**src/rtl/accel_pkg.sv**
```systemverilog
`default_nettype none
// ============================================================================
// Module   : accel_pkg
// Brief    : Direction codes, FSM states and axis sign convention shared by
//            the accelerometer tilt filter.
// Revision : 1.0 - initial release
// ============================================================================
package accel_pkg;

    typedef enum logic [2:0] {
        DIR_NONE  = 3'd0,
        DIR_UP    = 3'd1,
        DIR_DOWN  = 3'd2,
        DIR_LEFT  = 3'd3,
        DIR_RIGHT = 3'd4
    } dir_t;

    typedef enum logic [1:0] {
        ST_IDLE     = 2'd0,
        ST_SUM      = 2'd1,
        ST_CLASSIFY = 2'd2,
        ST_EMIT     = 2'd3
    } state_t;

    localparam dir_t c_pos_x_dir = DIR_RIGHT;
    localparam dir_t c_neg_x_dir = DIR_LEFT;
    localparam dir_t c_pos_y_dir = DIR_UP;
    localparam dir_t c_neg_y_dir = DIR_DOWN;

    function automatic logic dir_is_y(input dir_t d);
        return (d == c_pos_y_dir) || (d == c_neg_y_dir);
    endfunction

endpackage
`default_nettype wire

```
**src/rtl/accel_sample_ram.sv**
```systemverilog
`default_nettype none
// ============================================================================
// Module   : accel_sample_ram
// Brief    : Simple dual-port sample window store; registered read returns the
//            old word when reading and writing the same address.
// Revision : 1.0 - initial release
// ============================================================================
module accel_sample_ram #(
    parameter int WORD_W = 32,
    parameter int ADDR_W = 3
) (
    input  logic              clk_i,
    input  logic              we_i,
    input  logic [ADDR_W-1:0] waddr_i,
    input  logic [WORD_W-1:0] wdata_i,
    input  logic              re_i,
    input  logic [ADDR_W-1:0] raddr_i,
    output logic [WORD_W-1:0] rdata_o
);

    logic [WORD_W-1:0] mem_q [0:(1<<ADDR_W)-1];
    logic [WORD_W-1:0] rdata_q;

    always_ff @(posedge clk_i) begin
        if (we_i) begin
            mem_q[waddr_i] <= wdata_i;
        end
        if (re_i) begin
            rdata_q <= mem_q[raddr_i];
        end
    end

    assign rdata_o = rdata_q;

endmodule
`default_nettype wire

```
**src/rtl/accel_tilt_filter.sv**
```systemverilog
`default_nettype none
// ============================================================================
// Module   : accel_tilt_filter
// Brief    : Moving-average smoother for X/Y acceleration with dead-zone and
//            hysteresis steering classifier, valid/ready in and out.
// Revision : 1.0 - initial release
// ============================================================================
module accel_tilt_filter
    import accel_pkg::*;
#(
    parameter int DATA_W     = 16,
    parameter int LOG2_DEPTH = 3,
    parameter int DEAD_ZONE  = 64,
    parameter int HYST       = 16
) (
    input  logic              clk_clk,
    input  logic              reset_reset_n,
    input  logic              in_valid,
    output logic              in_ready,
    input  logic [DATA_W-1:0] in_x,
    input  logic [DATA_W-1:0] in_y,
    output logic              out_valid,
    input  logic              out_ready,
    output logic [DATA_W-1:0] out_x,
    output logic [DATA_W-1:0] out_y,
    output logic [2:0]        out_dir
);

    localparam int DEPTH = 1 << LOG2_DEPTH;
    localparam int ACC_W = DATA_W + LOG2_DEPTH;
    localparam int MAG_W = DATA_W + 1;

    localparam logic [LOG2_DEPTH:0] c_depth_cnt = (LOG2_DEPTH+1)'(DEPTH);
    localparam logic [MAG_W-1:0]    c_dz        = MAG_W'(DEAD_ZONE);
    localparam logic [MAG_W-1:0]    c_leave     = MAG_W'(DEAD_ZONE - HYST);
    localparam logic [MAG_W-1:0]    c_hyst      = MAG_W'(HYST);

    state_t                  state_q,  state_d;
    logic                    active_q;
    logic [LOG2_DEPTH-1:0]   wr_ptr_q, wr_ptr_d;
    logic [LOG2_DEPTH:0]     fill_q,   fill_d;
    logic [ACC_W-1:0]        sum_x_q,  sum_x_d;
    logic [ACC_W-1:0]        sum_y_q,  sum_y_d;
    logic [DATA_W-1:0]       new_x_q,  new_x_d;
    logic [DATA_W-1:0]       new_y_q,  new_y_d;
    logic [DATA_W-1:0]       out_x_q,  out_x_d;
    logic [DATA_W-1:0]       out_y_q,  out_y_d;
    dir_t                    dir_q,    dir_d;

    logic                    w_accept;
    logic                    w_full;
    logic [2*DATA_W-1:0]     w_rd_data;
    logic [DATA_W-1:0]       w_old_x,  w_old_y;
    logic [DATA_W-1:0]       w_avg_x,  w_avg_y;
    logic [MAG_W-1:0]        w_mag_x,  w_mag_y;
    logic [MAG_W-1:0]        w_dom_mag, w_cur_mag, w_oth_mag;
    dir_t                    w_cand_x, w_cand_y;
    dir_t                    w_dom_cand, w_cur_cand, w_oth_cand;
    dir_t                    w_dir_next;
    logic                    w_cur_is_y, w_y_dom;

    // |v| with the most-negative code clamped so the result stays positive.
    function automatic logic [DATA_W-1:0] sat_abs(input logic [DATA_W-1:0] v);
        if (v == {1'b1, {(DATA_W-1){1'b0}}}) begin
            return {1'b0, {(DATA_W-1){1'b1}}};
        end
        return v[DATA_W-1] ? (~v + 1'b1) : v;
    endfunction

    assign w_accept = in_valid && in_ready;
    assign w_full   = (fill_q == c_depth_cnt);

    accel_sample_ram #(
        .WORD_W (2*DATA_W),
        .ADDR_W (LOG2_DEPTH)
    ) u_ram (
        .clk_i   (clk_clk),
        .we_i    (w_accept),
        .waddr_i (wr_ptr_q),
        .wdata_i ({in_x, in_y}),
        .re_i    (w_accept),
        .raddr_i (wr_ptr_q),
        .rdata_o (w_rd_data)
    );

    // Slots not yet written this fill cycle contribute nothing to the sum.
    assign w_old_x = w_full ? w_rd_data[2*DATA_W-1:DATA_W] : '0;
    assign w_old_y = w_full ? w_rd_data[DATA_W-1:0]        : '0;

    // Dropping the low bits of a two's-complement sum is a floor division.
    assign w_avg_x = sum_x_q[ACC_W-1:LOG2_DEPTH];
    assign w_avg_y = sum_y_q[ACC_W-1:LOG2_DEPTH];
    assign w_mag_x = {1'b0, sat_abs(w_avg_x)};
    assign w_mag_y = {1'b0, sat_abs(w_avg_y)};

    always_comb begin
        w_cand_x   = w_avg_x[DATA_W-1] ? c_neg_x_dir : c_pos_x_dir;
        w_cand_y   = w_avg_y[DATA_W-1] ? c_neg_y_dir : c_pos_y_dir;
        w_cur_is_y = dir_is_y(dir_q);
        if (w_mag_y > w_mag_x) begin
            w_y_dom = 1'b1;
        end else if (w_mag_x > w_mag_y) begin
            w_y_dom = 1'b0;
        end else begin
            w_y_dom = w_cur_is_y;
        end
        w_dom_mag  = w_y_dom    ? w_mag_y  : w_mag_x;
        w_dom_cand = w_y_dom    ? w_cand_y : w_cand_x;
        w_cur_mag  = w_cur_is_y ? w_mag_y  : w_mag_x;
        w_cur_cand = w_cur_is_y ? w_cand_y : w_cand_x;
        w_oth_mag  = w_cur_is_y ? w_mag_x  : w_mag_y;
        w_oth_cand = w_cur_is_y ? w_cand_x : w_cand_y;

        w_dir_next = dir_q;
        if (dir_q == DIR_NONE) begin
            if (w_dom_mag >= c_dz) begin
                w_dir_next = w_dom_cand;
            end
        end else if (w_cur_mag < c_leave) begin
            w_dir_next = DIR_NONE;
        end else if ((w_oth_mag > w_cur_mag + c_hyst) && (w_oth_mag >= c_dz)) begin
            w_dir_next = w_oth_cand;
        end else if ((w_cur_cand != dir_q) && (w_cur_mag >= c_dz)) begin
            w_dir_next = w_cur_cand;
        end
    end

    always_comb begin
        state_d   = state_q;
        wr_ptr_d  = wr_ptr_q;
        fill_d    = fill_q;
        sum_x_d   = sum_x_q;
        sum_y_d   = sum_y_q;
        new_x_d   = new_x_q;
        new_y_d   = new_y_q;
        out_x_d   = out_x_q;
        out_y_d   = out_y_q;
        dir_d     = dir_q;
        in_ready  = (state_q == ST_IDLE) && active_q;
        out_valid = 1'b0;

        case (state_q)
            ST_IDLE: begin
                if (w_accept) begin
                    new_x_d = in_x;
                    new_y_d = in_y;
                    state_d = ST_SUM;
                end
            end
            ST_SUM: begin
                sum_x_d  = sum_x_q + {{LOG2_DEPTH{new_x_q[DATA_W-1]}}, new_x_q}
                                   - {{LOG2_DEPTH{w_old_x[DATA_W-1]}}, w_old_x};
                sum_y_d  = sum_y_q + {{LOG2_DEPTH{new_y_q[DATA_W-1]}}, new_y_q}
                                   - {{LOG2_DEPTH{w_old_y[DATA_W-1]}}, w_old_y};
                wr_ptr_d = wr_ptr_q + 1'b1;
                fill_d   = w_full ? fill_q : fill_q + 1'b1;
                state_d  = ST_CLASSIFY;
            end
            ST_CLASSIFY: begin
                out_x_d = w_avg_x;
                out_y_d = w_avg_y;
                dir_d   = w_dir_next;
                state_d = ST_EMIT;
            end
            ST_EMIT: begin
                if (w_full) begin
                    out_valid = 1'b1;
                    if (out_ready) begin
                        state_d = ST_IDLE;
                    end
                end else begin
                    state_d = ST_IDLE;
                end
            end
            default: state_d = ST_IDLE;
        endcase
    end

    always_ff @(posedge clk_clk) begin
        if (!reset_reset_n) begin
            state_q  <= ST_IDLE;
            active_q <= 1'b0;
            wr_ptr_q <= '0;
            fill_q   <= '0;
            sum_x_q  <= '0;
            sum_y_q  <= '0;
            new_x_q  <= '0;
            new_y_q  <= '0;
            out_x_q  <= '0;
            out_y_q  <= '0;
            dir_q    <= DIR_NONE;
        end else begin
            state_q  <= state_d;
            active_q <= 1'b1;
            wr_ptr_q <= wr_ptr_d;
            fill_q   <= fill_d;
            sum_x_q  <= sum_x_d;
            sum_y_q  <= sum_y_d;
            new_x_q  <= new_x_d;
            new_y_q  <= new_y_d;
            out_x_q  <= out_x_d;
            out_y_q  <= out_y_d;
            dir_q    <= dir_d;
        end
    end

    assign out_x   = out_x_q;
    assign out_y   = out_y_q;
    assign out_dir = dir_q;

endmodule
`default_nettype wire
```
**config.mk**
```make
export PLATFORM = sky130hd
export DESIGN_NAME = accel_tilt_filter
export DESIGN_NICKNAME = d
export VERILOG_FILES = /design/src/rtl/accel_pkg.sv /design/src/rtl/accel_sample_ram.sv /design/src/rtl/accel_tilt_filter.sv
export SDC_FILE = /design/constraint.sdc
export NUM_CORES = 1
export LEC_CHECK = 0
export ABC_AREA = 1
export BUFFER_PORTS_ARGS = -buffer_cell sky130_fd_sc_hd__buf_2
export CORE_MARGIN = 8
export CORE_UTILIZATION = 40
export DETAILED_ROUTE_END_ITERATION = 16
export GPL_TIMING_DRIVEN = 0
export PLACE_DENSITY = 0.58
export SYNTH_ARGS = -nofsm -noshare
export SYNTH_HDL_FRONTEND = slang
export SYNTH_SLANG_ARGS = --single-unit
```
**constraint.sdc**
```tcl
create_clock -name clk_clk -period 8.8 [get_ports clk_clk]
set_input_delay 0.44 -clock clk_clk [delete_from_list [all_inputs] [get_ports clk_clk]]
set_output_delay 0.44 -clock clk_clk [all_outputs]
set_load 0.005 [all_outputs]
```
==> flow_summary.toml <==
[flow_run]
max_cap_violations = 0

[die]
core_area_um2 = 49900
rows = 82
die_h_um = 240
num_io_pins = 73
die-area_um2 = 57600
start_util = 0.403
die_w_um = 240

[hold_path]
min-delay-start = "reset_reset_n"
hold_path_class = "input port to register"
whs_path_depth = 1
whs_endpoint = "active_q"

[synthesis]
netlist.area_leader.share = 0.431
synth.area.top_cells = "edfxtp_1 43%, dfxtp_1 11%, inv_1 5.6%"
yosysMostFrequentCell = "inv_1"
ys_seq_area_frac = 0.545
synth_warnings = 0
synth_edf_count = 288
netlist_instances = 2021
synth.largest_area_cell = "edfxtp_1"
synth-seq-cells = 403
syn_area_per_cell_um2 = 9.94
synth-main-ff-cell = "edfxtp_1"
ys_types = 56
async_reset_ff_frac = 0
synthTopCellsByCount = "300 x inv_1, 296 x nand2_1, 288 x edfxtp_1"
syn_nets = 2170
synth_area_um2 = 20100

[route]
drt-total-wl_um = 56400
postRouteAntennaNets = 0
first_pass_iters = 5
post-route-drc-count = 0
viasPerCell = 5.10
wl_per_cell_um = 19.6
via_count = 14700
dr.first_iter.drc_count = 989

[sta]
final.period_utilization = 0.527
setup_slack_ps = 4160
tightestPinTransition_ps = 1180
slew_headroom = 0.208
rsz0062_at_grt = "false"
fin_tns_setup_ps = 0
drv_slew = 0
hold_violations = 0
fmax_mhz = 216
final.setup_skew_ps = 20.8
finalCriticalPeriod_ps = 4640
setup_viol = 0

[global_routing]
grt_pass1_wl_um = 87200
overflow = 0
first_global_vias = 14600
grt.total_usage = 0.197
grt_max_degree = 23
antenna_found_initial = 4

[outcome]
status = "completed"

[worst_setup_path]
cp.arrival_ps = 5120
end_kind = "register"
r2r_start = "sum_y_q[3]"
path_max_fanout = 10
crit_type = "register to register"
r2r_end = "out_dir[2]"
regToRegSetupSlack_ps = 4160
cp-start-kind = "register"
required_ps = 9280
reg2reg_depth = 25

[placement]
port_buffers = 72
pre_cts_ws_ps = 4130
post-place-cells = 2795
hpwl_um = 43300
routabilityCongestion = 0.886

[finish]
area_growth_pct = 14.6
nFillCells = 4772
fin_cells = 2873
nNetsFinal = 2317
layout-drive-gt1-share = 0.118

[cts]
cts_inserted_buffers = 43
clkTransAtPathRegs_ps = 60
h-tree-depth = 2
clock-sinks = 403
clock-root-buffer = "clkbuf_16"
post_cts_buffers = 0
clock_latency_ps = 590
clockBufferDepth = 3
hold_buffers = 0
post_cts_resized = 0
cts_tree = "yes"

[power_and_ir_drop]
p_leak_nw = 9.56
power.density_nw_per_um2 = 418
vdd_ir_drop_max_mv = 0.165
where the power goes:
part / switching, W / internal (W) / leakage, nW
clock network: 0.000755 / 0.00101 / 0.673
registers: 0.000143 / 0.00231 / 3.55
logic: 0.00358 / 0.00182 / 5.34
total: 0.00448 / 0.00515 / 9.56
cells in the final DEF (no fill, tap or decap), types with 35 or more instances in the layout:
cell,Yosys,final
clkbuf_16,0,43
nand4_1,46,46
inv_1,300,300
buf_2,7,79
nand3_1,62,62
dfxtp_1,115,115
nor2_1,120,117
a22oi_1,35,35
nand2_1,296,296
a21oi_1,167,167
fa_1,36,36
edfxtp_1,288,288
o21ai_0,150,150
ha_1,77,77
clkbuf_1,61,69
state kept, by name, indices dropped and copies added (netlist names):
name	flops
new_x_q	16
u_ram.mem_q	256
out_dir	3
sum_y_q	19
new_y_q	16
fill_q	4
out_x	16
wr_ptr_q	3
state_q	2
out_y	16
sum_x_q	19
u_ram.rdata_o	32
active_q	1
critical path, cell delays in order (launching register included):
cell	delay, ps
dfxtp_1	290
inv_1	260
ha_1	300
nand2_4	100
nor2_8	170
nand3_4	160
nand2_1	110
a21oi_1	150
o21ai_2	240
ha_1	160
inv_1	80
nor3_2	240
nand3_1	210
nor4_2	210
xor2_1	190
ha_1	260
nand3_1	170
inv_1	110
a221oi_1	450
nand3_2	200
nand2_2	130
nand2_2	90
nand2_2	80
nand2_1	60
nand2_1	50
nor2_1	40
worst max-delay path by stage:
stage	from	to	slack, ps
global route	sum_y_q[3]	out_dir[2]	3770
floorplan	state_q[0]	u_ram.mem_q[1][0]	4090
global placement	state_q[0]	u_ram.mem_q[6][24]	190
CTS	sum_y_q[3]	out_dir[1]	4140
detailed placement	sum_y_q[3]	out_dir[1]	4130
finish	sum_y_q[3]	out_dir[2]	4160
area by class of cell:
class | instances | area [um2] | share of cell area
diodes | 2 | 5.00 | 0.000217
plain buffers | 75 | 298 | 0.0129
clock buffers | 53 | 1130 | 0.0493
clock inverters | 23 | 228 | 0.00989
inverters | 323 | 1220 | 0.0528
multi-input cells | 1220 | 7680 | 0.334
flip-flops and latches | 403 | 11000 | 0.476
well taps | 672 | 841 | 0.0365
repair buffers | 102 | 666 | 0.0289
through the flow:
step           hold slack (ps)  power (W)  utilization  instance area [um2]
4_1_cts                   62.6    0.00968        0.461                23000
5_1_grt                   77.9     0.0105        0.461                23000
6_report                  98.0    0.00962        0.462                23000
3_5_place_dp               463    0.00789        0.434                21600
3_3_place_gp               450    0.00781        0.427                21300
2_1_floorplan              435    0.00639            -                20100
routing by layer:
metal / vias up / wire length, um / part of all wire / GRT usage
li1: 7235 / - / - / -
met1: 6997 / 24200 / 0.43 / 0.253
met2: 348 / 27800 / 0.49 / 0.342
met3: 76 / 3100 / 0.055 / 0.0321
met4: 4 / 1180 / 0.021 / 0.0557
met5: - / 20 / 0.00035 / 0
kinds of logic after synthesis:
kind of cell             after synthesis  share of synthesized area
AO/OA/AOI/OAI                        449                      0.132
XOR/XNOR                              48                     0.0209
adder cells (fa/ha/maj)              113                     0.0838
buffers and inverters                398                     0.0754
flip-flops                           403                      0.545
multiplexers                           1                   0.000498
AND/OR/NAND/NOR                      609                      0.143
(Power assumes the default switching activity.)
